[config.mk]
export PLATFORM = sky130hd
export DESIGN_NAME = sdmod_tx_flat
export DESIGN_NICKNAME = d
export VERILOG_FILES = /design/src/rtl/sdmod_tx_if.sv /design/src/rtl/sdmod_tx.sv /design/src/flat_wrapper.sv
export SDC_FILE = /design/constraint.sdc
export NUM_CORES = 1
export LEC_CHECK = 0
export ABC_AREA = 1
export BUFFER_PORTS_ARGS = -buffer_cell sky130_fd_sc_hd__buf_4
export CORE_ASPECT_RATIO = 0.9
export CORE_MARGIN = 2
export CORE_UTILIZATION = 50
export DETAILED_ROUTE_END_ITERATION = 6
export MAX_ROUTING_LAYER = met4
export PLACE_DENSITY = 0.69
export SLEW_MARGIN = 40
export SYNTH_ARGS = -nofsm -noshare
export SYNTH_HDL_FRONTEND = slang
export SYNTH_SLANG_ARGS = --single-unit
export TNS_END_PERCENT = 30
[constraint.sdc]
create_clock -name SYSCLK -period 15.6 [get_ports SYSCLK]
set_clock_uncertainty 0.1 [all_clocks]
set_input_delay 3.12 -clock SYSCLK [delete_from_list [all_inputs] [get_ports SYSCLK]]
set_output_delay 3.12 -clock SYSCLK [all_outputs]
set_load 0.05 [all_outputs]
[src/rtl/sdmod_tx_if.sv]
// -----------------------------------------------------------------------------
// sdmod_tx_if
//   Sample handshake between the register interface (master) and the
//   sigma-delta transmitter (slave).
//
//   data_in          master -> slave  16-bit signed sample
//   data_wr_signal   master -> slave  one-cycle pulse, load data_in as pending
//   data_req_signal  slave -> master  one-cycle pulse, pending sample consumed
//   underrun_signal  slave -> master  one-cycle pulse, sample boundary found
//                                     no pending sample
// -----------------------------------------------------------------------------
interface sdmod_tx_if;
   logic [15:0] data_in;
   logic        data_wr_signal;
   logic        data_req_signal;
   logic        underrun_signal;

   modport master (
      output data_in,
      output data_wr_signal,
      input  data_req_signal,
      input  underrun_signal
   );

   modport slave (
      input  data_in,
      input  data_wr_signal,
      output data_req_signal,
      output underrun_signal
   );
endinterface

[src/rtl/sdmod_tx.sv]
// -----------------------------------------------------------------------------
// sdmod_tx
//   Digital sigma-delta modulator transmitter. Turns 16-bit signed samples into
//   a 1-bit stream on DSDOUT, with an optional bit clock on SDCLK, in a form
//   the filter channels accept directly (loopback / self-test / bitstream DAC).
//
//   SYSCLK      system clock
//   SYSRSTn     asynchronous active-low reset
//   en_reg      transmitter enable
//   mod_reg     0 clk+data (data moves on SDCLK fall), 1 clk+data (data moves
//               on SDCLK rise), 2 Manchester, 3 NRZ data only
//   div_reg     bit period T = 2*(div_reg+1) SYSCLK cycles
//   osr_reg     bits per sample = osr_reg+1
//   order_reg   0 first-order loop, 1 second-order loop
//   smp         sample handshake (data_in / data_wr_signal in,
//               data_req_signal / underrun_signal out)
//   DSDOUT      modulated stream
//   SDCLK       bit clock, 0 in modes 2/3
//   busy        registered enable
// -----------------------------------------------------------------------------
module sdmod_tx (
   input  logic       SYSCLK,
   input  logic       SYSRSTn,
   input  logic       en_reg,
   input  logic [1:0] mod_reg,
   input  logic [3:0] div_reg,
   input  logic [7:0] osr_reg,
   input  logic       order_reg,
   sdmod_tx_if.slave  smp,
   output logic       DSDOUT,
   output logic       SDCLK,
   output logic       busy
);

   localparam logic signed [21:0] SAT_P = 22'sd524287;
   localparam logic signed [21:0] SAT_N = -22'sd524287;
   localparam logic signed [21:0] FB_P  = 22'sd32768;
   localparam logic signed [21:0] FB_N  = -22'sd32768;

   // Timing state
   logic              busy_q;
   logic [3:0]        half_q;
   logic              phase_q;
   logic [7:0]        bcnt_q;
   logic [3:0]        div_q;
   logic [1:0]        mod_q;

   // Sample path
   logic [15:0]       pending_q;
   logic              pend_q;
   logic [15:0]       held_q;

   // Modulator
   logic signed [19:0] i1_q;
   logic signed [19:0] i2_q;
   logic               bit_q;

   // Registered outputs
   logic              dsd_q;
   logic              sck_q;
   logic              req_q;
   logic              und_q;

   // Next-state / combinational
   logic              run;
   logic              bnd;
   logic              sbnd;
   logic [3:0]        div_e;
   logic [1:0]        mod_e;
   logic [15:0]       held_d;
   logic signed [21:0] x_w;
   logic signed [21:0] f_w;
   logic signed [21:0] s1;
   logic signed [21:0] s2;
   logic signed [19:0] i1_d;
   logic signed [19:0] i2_d;
   logic              bit_d;
   logic              dsd_d;
   logic              sck_d;

   function automatic logic signed [19:0] sat20(input logic signed [21:0] v);
      if (v > SAT_P)
         return SAT_P[19:0];
      else if (v < SAT_N)
         return SAT_N[19:0];
      else
         return v[19:0];
   endfunction

   always_comb begin
      // busy_q is the registered enable; the first cycle it is high is the
      // first boundary, since all counters sit at 0 while idle.
      run   = busy_q & en_reg;
      bnd   = run && (half_q == 4'd0) && !phase_q;
      sbnd  = bnd && (bcnt_q == 8'd0);

      // Config is picked up at the boundary itself, so the period that starts
      // there already runs with the new values. osr/order are only ever
      // consulted on a boundary, so they need no holding register.
      div_e = bnd ? div_reg : div_q;
      mod_e = bnd ? mod_reg : mod_q;

      held_d = held_q;
      if (sbnd && pend_q)
         held_d = pending_q;

      // Feedback uses the bit that is currently on the line.
      x_w  = {{6{held_d[15]}}, held_d};
      f_w  = bit_q ? FB_P : FB_N;
      s1   = {{2{i1_q[19]}}, i1_q} + x_w - f_w;
      i1_d = sat20(s1);
      s2   = {{2{i2_q[19]}}, i2_q} + {{2{i1_d[19]}}, i1_d} - f_w;
      i2_d = order_reg ? sat20(s2) : i2_q;
      bit_d = bit_q;
      if (bnd)
         bit_d = order_reg ? ~i2_d[19] : ~i1_d[19];

      // Line encoding from the current phase and the bit valid after this
      // cycle; registering it gives the one-cycle lag after boundary/wrap.
      sck_d = 1'b0;
      dsd_d = bit_d;
      case (mod_e)
         2'd0:    sck_d = phase_q;
         2'd1:    sck_d = ~phase_q;
         2'd2:    dsd_d = phase_q ? bit_d : ~bit_d;
         default: ;
      endcase
   end

   always_ff @(posedge SYSCLK or negedge SYSRSTn) begin
      if (!SYSRSTn) begin
         busy_q    <= 1'b0;
         half_q    <= '0;
         phase_q   <= 1'b0;
         bcnt_q    <= '0;
         div_q     <= '0;
         mod_q     <= '0;
         pending_q <= '0;
         pend_q    <= 1'b0;
         held_q    <= '0;
         i1_q      <= '0;
         i2_q      <= '0;
         bit_q     <= 1'b0;
         dsd_q     <= 1'b0;
         sck_q     <= 1'b0;
         req_q     <= 1'b0;
         und_q     <= 1'b0;
      end else begin
         busy_q <= en_reg;

         // Pending register lives outside the enable so software can preload.
         // A write on a sample-boundary cycle wins over the consume, so it
         // survives to the next sample boundary.
         if (smp.data_wr_signal) begin
            pending_q <= smp.data_in;
            pend_q    <= 1'b1;
         end else if (sbnd) begin
            pend_q    <= 1'b0;
         end

         if (!run) begin
            half_q  <= '0;
            phase_q <= 1'b0;
            bcnt_q  <= '0;
            div_q   <= '0;
            mod_q   <= '0;
            held_q  <= '0;
            i1_q    <= '0;
            i2_q    <= '0;
            bit_q   <= 1'b0;
            dsd_q   <= 1'b0;
            sck_q   <= 1'b0;
            req_q   <= 1'b0;
            und_q   <= 1'b0;
         end else begin
            if (half_q == div_e) begin
               half_q  <= '0;
               phase_q <= ~phase_q;
            end else begin
               half_q  <= half_q + 4'd1;
            end

            if (bnd) begin
               div_q  <= div_reg;
               mod_q  <= mod_reg;
               bcnt_q <= (bcnt_q == osr_reg) ? 8'd0 : bcnt_q + 8'd1;
               held_q <= held_d;
               i1_q   <= i1_d;
               i2_q   <= i2_d;
               bit_q  <= bit_d;
            end

            dsd_q <= dsd_d;
            sck_q <= sck_d;
            req_q <= sbnd & pend_q;
            und_q <= sbnd & ~pend_q;
         end
      end
   end

   assign DSDOUT              = dsd_q;
   assign SDCLK               = sck_q;
   assign busy                = busy_q;
   assign smp.data_req_signal = req_q;
   assign smp.underrun_signal = und_q;

endmodule
[src/flat_wrapper.sv]
// flat-port wrapper written by rule: the top's interface ports become plain ports
module sdmod_tx_flat 
  (SYSCLK, SYSRSTn, en_reg, mod_reg, div_reg, osr_reg, order_reg, DSDOUT, SDCLK, busy, smp_data_in, smp_data_wr_signal, smp_data_req_signal, smp_underrun_signal);
  sdmod_tx_if smp_i ();
  input  logic SYSCLK;
  input  logic SYSRSTn;
  input  logic en_reg;
  input  logic [1:0] mod_reg;
  input  logic [3:0] div_reg;
  input  logic [7:0] osr_reg;
  input  logic order_reg;
  output logic DSDOUT;
  output logic SDCLK;
  output logic busy;
  input wire logic [$bits(smp_i.data_in)-1:0] smp_data_in;
  input wire logic [$bits(smp_i.data_wr_signal)-1:0] smp_data_wr_signal;
  output wire logic [$bits(smp_i.data_req_signal)-1:0] smp_data_req_signal;
  output wire logic [$bits(smp_i.underrun_signal)-1:0] smp_underrun_signal;
  assign smp_i.data_in = smp_data_in;
  assign smp_i.data_wr_signal = smp_data_wr_signal;
  assign smp_data_req_signal = smp_i.data_req_signal;
  assign smp_underrun_signal = smp_i.underrun_signal;
  sdmod_tx u_core (.SYSCLK(SYSCLK), .SYSRSTn(SYSRSTn), .en_reg(en_reg), .mod_reg(mod_reg), .div_reg(div_reg), .osr_reg(osr_reg), .order_reg(order_reg), .smp(smp_i), .DSDOUT(DSDOUT), .SDCLK(SDCLK), .busy(busy));
endmodule
==> results of run 1 <==
-- power groups by stage --
| stage | Sequential (mW) | Combinational (mW) | Clock [mW] |
|---|---|---|---|
| floorplan | 0.314 | 0.621 | 0 |
| global placement | 0.320 | 0.763 | 0 |
| detailed placement | 0.320 | 0.766 | 0 |
| CTS | 0.316 | 0.770 | 0.235 |
| global route | 0.320 | 0.884 | 0.246 |
| finish | 0.315 | 0.775 | 0.230 |
-- cells by family (layout without fill, tap and decap cells) --
logic type / after synthesis / count (layout) / share of synthesized area [%]
and+or+nand+nor: 532 / 532 / 32.39
buffers and inverters: 165 / 201 / 9.511
AOI/OAI and AO/OA: 117 / 117 / 9.103
DFF: 98 / 98 / 33.29
adders and majority gates: 60 / 60 / 10.60
xor gates and xnor gates: 34 / 34 / 4.297
muxes: 6 / 6 / 0.8152
-- metal layers --
metal	share of wire, %	wire length, µm
met1	50	7854
met4	1.8	286
met3	3.0	471
met2	46	7193
met5	0	0
-- critical path, delay by kind of cell --
family,cells,cell delay [ps]
XOR/XNOR,3,590
AND/OR/NAND/NOR,37,4230
AO/OA/AOI/OAI,4,1260
buffers and inverters,6,820
adder cells (fa/ha/maj),6,2070
-- sequential cells by signal, indices dropped and copies added, names as in the netlist, 2 cells and up --
| name | cells |
|---|---|
| u_core.mod_q | 2 |
| u_core.held_q | 16 |
| u_core.half_q | 4 |
| u_core.div_q | 4 |
| u_core.i2_q | 20 |
| u_core.i1_q | 20 |
| u_core.bcnt_q | 8 |
| u_core.pending_q | 16 |
-- through the flow --
step / setup WS (ps) / hold WS [ps] / cell area (µm²) / util, %
finish: 3616 / 350.3 / 8103 / 55.66
global route: 2586 / 372.2 / 8103 / 55.66
CTS: 3668 / 352.5 / 8099 / 55.64
detailed placement: 3308 / 343.6 / 7796 / 53.56
global placement: 3467 / 339.3 / 7791 / 53.52
floorplan: 5021 / 325.8 / 7367 / -
-- final cells by class --
type                    count  area, µm²  share of cell area [%]
clock inverters             5      63.81                  0.7875
inverters                 141      531.8                   6.563
clock buffers              10      239.0                   2.949
repair buffers             45      341.6                   4.216
flip-flops and latches     98       2452                   30.27
well taps                 198      247.7                   3.057
multi-input cells         749       4227                   52.16
-- cell usage in the layout, fill, tap and decap left out, drive strengths merged, types with 2 or more instances in the layout --
cell type,n
a211oi,2
a21o,3
a21oi,46
a22oi,3
buf,45
clkbuf,10
clkinv,3
dfrtp,98
fa,4
ha,56
inv,141
mux2i,6
nand2,360
nand3,55
nand3b,19
nand4,6
nor2,76
nor3,10
nor4,4
o21ai,51
o21bai,5
o22ai,3
xnor2,16
xor2,18
-- how the worst max path moves through the flow --
stage                      start                     endpoint
final                     en_reg   u_core.i2_q[3]$_DFFE_PN0P_
after floorplan           en_reg   u_core.i2_q[3]$_DFFE_PN0P_
after detailed placement  en_reg   u_core.i2_q[3]$_DFFE_PN0P_
after global placement    en_reg   u_core.i2_q[4]$_DFFE_PN0P_
after CTS                 en_reg   u_core.i2_q[3]$_DFFE_PN0P_
after global routing      en_reg  u_core.i2_q[10]$_DFFE_PN0P_
==> results by group, run 1 <==
Run status
  – Status: complete, no violations

Layout
  – Nets@finish: around 1.1k
  – Antenna cells: 0
  – # fillers: ~1.4k
  – Area growth syn-to-layout: 9.986%
  – Final Non-Filler Cells: around 1.2k
  – Layout cell share with drive strength beyond 1: 12.31%

Run
  – Max Cap Violations: 0

Clock tree
  – CTS resizes: 0
  – Root Driver: clkbuf_16
  – Clock-pin slew on the worst setup and hold paths: ~70 ps
  – CTS buffer count: 9
  – Postcts setup bufs: 0
  – CTS tree: built
  – Clock Sinks: slightly below 100
  – Clk_lat worst skew: ~350 ps
  – Max Root-Sink Buffers: 2
  – Hold Buf Count CTS: 0
  – H-tree Lvls: 3

Worst setup path
  – R2R Path End: u_core.i2_q[3]$_DFFE_PN0P_
  – Worst setup path category: input port to register
  – R2r setup slk: about 6000 ps
  – CP startpoint kind: input port
  – Register-to-Register Path Depth: between 50 and 60
  – Worst path required time: 15740 ps
  – Most frequent CP cell: nand2_1
  – CP max FO: 33
  – Reg-to-Reg Start: u_core.busy$_DFF_PN0_
  – WP data arrival: around 12000 ps
  – Critical Path Max Stage Delay: approximately 630 ps
  – CP max stage cell: o21ai_4
  – Setup crit end kind: register

Hold path
  – Worst hold path class: register to register
  – Hold endpoint: u_core.smp.underrun_signal$_DFF_PN0_
  – Min-delay src: u_core.pend_q$_DFFE_PN0P_
  – Hold Path Stages: 1

STA
  – Post-layout min period: 11980 ps
  – Fmax: around 0.083 GHz
  – Max-slew violations: 0
  – Final setup TNS: 0 ps
  – Endpoints failing hold: 0
  – RSZ-0062 raised after global routing: false
  – Final Cycle Share: between 70% and 80%
  – Worst-Margin Slew: 799.8 ps
  – Setup Viol. Count Final: 0
  – Max_slew headroom: 46.48%

Route
  – Antenna viol nets, final: 0
  – Via count: roughly 6.2k
  – 1st-pass router iterations: 6
  – Drt wl/cell: 12.68 µm
  – DRC violations left: 0
  – Total Wirelength: between 15 and 20 mm
  – Iter 0 DRT Violations: between 300 and 400
  – Via density: 4.995

Pwr
  – Tot Pwr: ~1.3 mW
  – Logic pwr share: between 50% and 60%
  – Net load switching power: between 0.6 and 0.7 mW
  – Sequential power share: 23.9%
  – Peak VDD IR: 0.08958 mV
  – Leakage: between 4 and 5 nW
  – Power per standard cell area: roughly 160 nW/µm²
  – Power share of the clock group: between 10% and 20%
  – Net Sw Frac: approximately 47%
  – Pint: roughly 0.7 mW

GRT
  – Met2 Resource Use GR: between 30% and 40%
  – First-pass GRT wire length: around 28 mm
  – GR Util met1: ~30%
  – Initial antenna violation count: 0
  – Overall Global Routing Usage: 22.16%
  – GRT Residual Overflow: 0
  – Vias in the first global route: between 5k and 6k
  – Grt peak-use layer: met2
  – Met3 usage: approximately 3.2%
  – Largest net degree at the start of global routing: 64

Logic synthesis
  – Commonest cells post-synth: nand2_1 (310), inv_1 (136), dfrtp_1 (98)
  – Ys async rst share: 100.0%
  – Syn Nets: between 1k and 1.5k
  – Syn Area/Cell: 7.280 µm²
  – Synth top area share: between 30% and 40%
  – Synthesis Warnings: 0
  – Register bit count reported by yosys: 98
  – Cell Area, Synth: 7367 µm²
  – Yosys top cell by area: dfrtp_1
  – Synth cell types: 44
  – Mapped Cells: roughly 1.0k
  – Top cells by area, synth: dfrtp_1 (33%), nand2_1 (16%), ha_1 (9.5%)
  – EDFF count, synth: 0
  – Post-synthesis sequential area ratio: about 33%
  – Dominant synthesized flop cell: dfrtp_1
  – Most numerous cell in the Yosys netlist: nand2_1

Floorplan
  – Initial Util: 50.61%
  – IO Count: 40
  – Die Ht: ~120 µm
  – Full die area: roughly 16000 µm²
  – Core Area: around 15000 µm²
  – Die width: 132.0 µm
  – Site row count: 42

Placement
  – Inst Count DP: about 1.2k
  – Port Buffers: 39
  – Final GP Congestion: 0.8923
  – Detailed placer's ending HPWL: 12.08 mm
Power figures use the tool's default switching activity.
==> run 2, diff against run 1 <==
- ABC_AREA: 1 -> 0
- clock period: 15.6 -> 12.45 ns (I/O delays scaled with it)
==> run 2 against run 1 <==
  * Synthesized cell count down 22%
  * First-iteration DRC count grew 26%
  * Via count is 4.0% higher
  * Clock power is 19% higher
  * Critical path depth is 8 lower
  * Utilization grew 5.1 points
  * Power rose by 65%
  * Cell count fell by 13%
  * Largest power group unchanged
==> results by group, run 2 <==
Worst setup path
  – Register-to-Register Path Depth: 48
  – R2r setup slk: ~2000 ps
  – CP max FO: 7
  – CP startpoint kind: input port
  – Worst path required time: approximately 13000 ps
  – WP data arrival: ~12000 ps
  – CP max stage cell: or4_1
  – Reg-to-Reg Start: u_core.bcnt_q[1]$_DFFE_PN0P_
  – Setup crit end kind: register
  – Critical Path Max Stage Delay: between 500 and 600 ps
  – Worst setup path category: input port to register
  – R2R Path End: u_core.i2_q[4]$_DFFE_PN0P_

GRT
  – Vias in the first global route: 6116
  – Overall Global Routing Usage: 25.23%
  – Largest net degree at the start of global routing: slightly above 50
  – Initial antenna violation count: 0
  – First-pass GRT wire length: between 20 and 30 mm
  – GRT Residual Overflow: 0

Layout
  – # fillers: about 1.2k
  – Layout cell share with drive strength beyond 1: roughly 22%
  – Antenna cells: 0
  – Nets@finish: between 900 and 1k
  – Area growth syn-to-layout: 19.68%
  – Final Cell Area: between 8000 and 9000 µm²
  – Largest regs: u_core.i1_q (20), u_core.i2_q (20)
  – Most frequent cells in the layout: nand2_1 (118), buf_4 (111), dfrtp_1 (98), ha_1 (52), o21ai_0 (46)
  – Most common cell after layout, fill and taps aside: nand2_1

STA
  – RSZ-0062 raised after global routing: false
  – Endpoints failing hold: 0
  – Post-layout min period: 11960 ps
  – Final setup TNS: 0 ps
  – Setup Viol. Count Final: 0
  – Max_slew headroom: 50.27%
  – Max-slew violations: 0
  – Fin Hold WS: 359.7 ps
  – Final Cycle Share: 96.09%
  – Worst-Margin Slew: ~750 ps
  – Fmax: 0.08359 GHz

Route
  – Total Wirelength: around 18 mm
  – 1st-pass router iterations: 5
  – Iter 0 DRT Violations: around 480
  – Drt wl/cell: 16.95 µm
  – DRC violations left: 0
  – Antenna viol nets, final: 0
  – Via count: approximately 6.5k
  – Via density: 5.966

Placement
  – Port Buffers: 39
  – Final GP Congestion: between 0.9 and 1
  – Detailed placer's ending HPWL: approximately 14 mm
  – Post-DP Area: slightly below 8000 µm²

Hold path
  – Min-delay src: u_core.pend_q$_DFFE_PN0P_
  – Hold Path Stages: 1
  – Hold endpoint: u_core.smp.underrun_signal$_DFF_PN0_
  – Worst hold path class: register to register

Logic synthesis
  – Ys async rst share: 100.0%
  – Synthesis Warnings: 0
  – EDFF count, synth: 0
  – Syn Area/Cell: 8.928 µm²
  – Synth cell types: between 70 and 80
  – Top cells by area, synth: dfrtp_1 (35%), ha_1 (9.9%), nand2_1 (6.4%)
  – Syn Nets: about 890
  – Mapped Cells: 791
  – Cell Area, Synth: between 7000 and 8000 µm²
  – Post-synthesis sequential area ratio: 34.73%
  – Dominant synthesized flop cell: dfrtp_1
  – Register bit count reported by yosys: roughly 100
  – Most numerous cell in the Yosys netlist: nand2_1
  – Synth top area share: 34.73%
  – Yosys top cell by area: dfrtp_1
  – Commonest cells post-synth: nand2_1 (121), dfrtp_1 (98), ha_1 (56)

Pwr
  – Logic pwr share: 69.0%
  – Pint: 1.173 mW
  – Power per standard cell area: about 260 nW/µm²
  – Power share of the clock group: about an eighth
  – Net load switching power: slightly above 1 mW
  – Leakage: approximately 4 nW
  – Tot Pwr: roughly 2.2 mW
  – Peak VDD IR: roughly 0.28 mV
  – Net Sw Frac: around 46%
  – Sequential power share: 18.5%

Floorplan
  – Site row count: just over 40
  – Die width: 129.3 µm
  – IO Count: 40
  – Die Ht: 116.7 µm
  – Full die area: 15090 µm²
  – Initial Util: 50.80%
  – Core Area: between 10000 and 15000 µm²

Run status
  – Status: complete, no violations

Run
  – Max Cap Violations: 0

Clock tree
  – Clock-pin slew on the worst setup and hold paths: roughly 70 ps
  – Clk_lat worst skew: approximately 360 ps
  – CTS buffer count: 9
  – CTS tree: built
  – H-tree Lvls: 3
  – Clock Sinks: 98
  – Root Driver: clkbuf_16
  – Max Root-Sink Buffers: 2
[run 2: cell types whose count changed in the layout (fill, tap and decap cells not counted), sizes merged, moves of 13 or more]
| cell | before | now |
|---|---|---|
| nand2 | 360 | 121 |
| inv | 141 | 26 |
| buf | 45 | 112 |
| nor2 | 76 | 46 |
| xnor2 | 16 | 35 |
| nand3 | 55 | 38 |
| mux2 | 0 | 16 |
| nand3b | 19 | 4 |
| and3 | 0 | 13 |
[run 2: what timing repair did]
action,CTS,global route
setup buffers,0,11
setup endpoints to repair,0,20
endpoints found under the hold margin,0,0
hold buffers,0,0
resized for setup,0,40
[run 2: layout make-up]
type / count / area, µm² / area share [%]
repair buffers: 112 / 844.6 / 9.993
multi-input cells: 642 / 4537 / 53.68
flip-flops and latches: 98 / 2452 / 29.02
well taps: 193 / 241.5 / 2.857
clock inverters: 7 / 60.06 / 0.7106
inverters: 24 / 91.34 / 1.081
clock buffers: 9 / 225.2 / 2.665
[run 2: worst max-delay path by stage]
stage	startpoint	to	slack [ps]	depth (start not counted)
floorplan	en_reg	u_core.i2_q[11]$_DFFE_PN0P_	30	48
global placement	en_reg	u_core.i2_q[17]$_DFFE_PN0P_	170	44
detailed placement	en_reg	u_core.i2_q[13]$_DFFE_PN0P_	-180	43
CTS	en_reg	u_core.i2_q[13]$_DFFE_PN0P_	150	43
global route	en_reg	u_core.i2_q[13]$_DFFE_PN0P_	30	48
finish	en_reg	u_core.i2_q[4]$_DFFE_PN0P_	490	48
[run 2: critical path: cells and delay by family]
| kind | cells | cell delay, ps |
|---|---|---|
| and+or+nand+nor | 18 | 3650 |
| AOI/OAI and AO/OA | 18 | 3360 |
| xor gates and xnor gates | 2 | 400 |
| adders and majority gates | 4 | 1480 |
| buffers and inverters | 6 | 730 |
[run 2: layer usage]
| layer | track usage (%) | part of all wire (%) | vias to the layer above | wire length [µm] |
|---|---|---|---|---|
| li1 | - | - | 3088 | - |
| met1 | 33.17 | 45 | 3148 | 8309 |
| met2 | 40.11 | 48 | 216 | 8761 |
| met3 | 4.077 | 5.6 | 21 | 1030 |
| met4 | 8.116 | 1.6 | 0 | 289 |
| met5 | - | 0 | - | 0 |
[run 2: logic make-up after synthesis]
group                      count (synthesis)  synth area share, %
AOI/OAI and AO/OA                        209                20.59
adders and majority gates                 60                11.06
muxes                                     22                3.402
buffers and inverters                     52                3.189
xor gates and xnor gates                  51                6.325
and+or+nand+nor                          299                20.71
DFF                                       98                34.73
[run 2: through the flow]
stage               setup slack (ps)  cells  util [%]
CTS                            152.1   1073     59.24
global placement               173.5   1057     57.17
finish                         486.5   1085     60.80
detailed placement            -176.1   1057     57.19
global route                   27.52   1085     60.80
floorplan                      25.05    791         -
[run 2: power groups by stage]
stage,logic (mW),registers (mW),clock network [mW]
final,1.51,0.403,0.274
after global routing,1.64,0.409,0.289
after CTS,1.39,0.402,0.281
after detailed placement,1.38,0.408,0
after global placement,1.33,0.407,0
after floorplan,0.924,0.399,0
==> run 3, diff against run 2 <==
- BUFFER_PORTS_ARGS: -buffer_cell sky130_fd_sc_hd__buf_4 -> unset
- DONT_BUFFER_PORTS: unset -> 1
- PLACE_DENSITY: 0.69 -> 0.67
==> run 3 against run 2 <==
  * Combinational power down 9%
  * Largest power group unchanged
  * Largest cell class unchanged
  * Register-to-register slack got worse by 170 ps
  * Power shrank 5.1%
  * Critical path depth down 2
  * Routed wire length fell by 2.2%
==> results by group, run 3 (synthesis results as in run 2) <==
Pwr
  – Leakage: around 3.8 nW
  – Power per standard cell area: around 260 nW/µm²
  – Peak VDD IR: between 0.3 and 0.4 mV
  – Tot Pwr: about 2.1 mW

Clock tree
  – Clk_lat worst skew: around 350 ps
  – Clock Sinks: between 90 and 100
  – H-tree Lvls: 3
  – Hold Buf Count CTS: 0
  – Clock-pin slew on the worst setup and hold paths: about 70 ps
  – Max Root-Sink Buffers: 2
  – Root Driver: clkbuf_16
  – CTS buffer count: 9
  – CTS tree: built

Worst setup path
  – Worst path top cell family by delay: simple AND/OR/NAND/NOR gates
  – CP max FO: 7
  – CP max stage cell: or4_1
  – WP data arrival: approximately 12000 ps
  – Worst path required time: between 10000 and 15000 ps
  – Setup crit end kind: register
  – CP startpoint kind: input port
  – Most frequent CP cell: a21o_1
  – Worst setup path category: input port to register
  – Critical Path Max Stage Delay: 500 ps
  – Buf/Inv on CP: 3

Floorplan
  – Die width: between 100 and 150 µm
  – Initial Util: between 50% and 60%
  – Site row count: 41
  – IO Count: 40
  – Core Area: about 14000 µm²
  – Die Ht: approximately 120 µm
  – Full die area: 15090 µm²

Placement
  – Final GP Congestion: 0.9977
  – Port Buffers: 0
  – DP Worst Slack: -114.8 ps
  – Inst Count DP: approximately 1000
  – Detailed placer's ending HPWL: around 13 mm
  – Post-DP Area: approximately 7500 µm²

STA
  – Max_slew headroom: around 53%
  – Post-layout min period: 12010 ps
  – Final worst slack: 436.0 ps
  – Fmax: about 0.083 GHz
  – Max-slew violations: 0
  – Fin Hold WS: between 300 and 400 ps
  – Endpoints failing hold: 0
  – Final Cycle Share: 96.50%
  – Setup Viol. Count Final: 0
  – Worst-Margin Slew: between 600 and 700 ps
  – Final setup TNS: 0 ps

GRT
  – First-pass GRT wire length: 28.80 mm
  – Initial antenna violation count: 0
  – GRT Residual Overflow: 0
  – Vias in the first global route: slightly below 6k
  – Largest net degree at the start of global routing: 99
  – Overall Global Routing Usage: between 20 and 25%

Layout
  – Largest regs: u_core.i1_q (20), u_core.i2_q (20)
  – Final Non-Filler Cells: 1023
  – Nets@finish: 920
  – Layout cell share with drive strength beyond 1: 14.46%
  – Most common cell after layout, fill and taps aside: nand2_1
  – Most frequent cells in the layout: nand2_1 (121), dfrtp_1 (98), ha_1 (56), buf_4 (50), o21ai_0 (47)
  – Area growth syn-to-layout: 12.72%
  – Antenna cells: 0
  – Util after Layout: a little under three fifths
  – Final Cell Area: 7960 µm²

Hold path
  – Worst hold path class: register to register

Route
  – DRC violations left: 0
  – Iter 0 DRT Violations: around 460
  – 1st-pass router iterations: 5
  – Antenna viol nets, final: 0
  – Via density: 6.079
  – Via count: slightly above 6k
  – Drt wl/cell: about 18 µm
  – Total Wirelength: approximately 18 mm

Run
  – Max Cap Violations: 0

Run status
  – Status: complete, no violations
==> run 3: changes by cell type in the layout (fill, tap and decap cells not counted), sizes merged <==
cell / change
clkinvlp: +1
buf: -62
clkinv: -3
bufinv: +1
clkbuf: +1
==> run 3: path summary, 6_finish.rpt <==
kind | from | to | slack [ps] | cells after the start
max reg2reg | u_core.busy$_DFF_PN0_ | u_core.i2_q[17]$_DFFE_PN0P_ | 1850 | 45
min | u_core.pend_q$_DFFE_PN0P_ | u_core.smp.underrun_signal$_DFF_PN0_ | 370 | 1
min reg2reg | u_core.pend_q$_DFFE_PN0P_ | u_core.smp.underrun_signal$_DFF_PN0_ | 370 | 1
max | en_reg | u_core.i2_q[17]$_DFFE_PN0P_ | 440 | 46
min in group asynchronous | SYSRSTn | u_core.bcnt_q[2]$_DFFE_PN0P_ | 1730 | 0
max in group asynchronous | SYSRSTn | u_core.i2_q[17]$_DFFE_PN0P_ | 10350 | 0
==> run 3: what timing repair did <==
action	CTS	global route
setup endpoints to repair	0	20
gates resized for setup	0	23
hold endpoints to repair	0	0
buffers inserted	0	8
==> run 3: report_power, final <==
| part | switching [mW] | total [mW] | internal (mW) |
|---|---|---|---|
| combinational | 0.793 | 1.37 | 0.580 |
| sequential | 0.0398 | 0.407 | 0.367 |
| clock | 0.128 | 0.292 | 0.164 |
| total | 0.961 | 2.07 | 1.11 |
==> run 3: layout make-up <==
type | count | area, µm²
fill | 1238 | 5942
multi-input combinational | 642 | 4489
timing repair buffer | 50 | 375.4
tap | 193 | 241.5
clock inverter | 6 | 71.32
sequential | 98 | 2452
clock buffer | 10 | 239.0
inverter | 24 | 91.34
==> run 3: worst register-to-register path: cells and delay by family, from the launching register on <==
| kind | cells | cell delay (ps) |
|---|---|---|
| flops | 1 | 650 |
| fa+ha+maj | 5 | 1740 |
| xor+xnor | 2 | 370 |
| compound gates | 18 | 3290 |
| simple gates | 18 | 4120 |
| buf+inv | 2 | 210 |
==> run 3: layer usage <==
metal / vias up / wire length (µm) / track usage, %
met1: 3017 / 8187 / 32.98
met5: - / 0 / -
met2: 197 / 8515 / 38.88
met4: 0 / 325 / 8.043
met3: 27 / 964 / 3.985
li1: 2978 / - / -
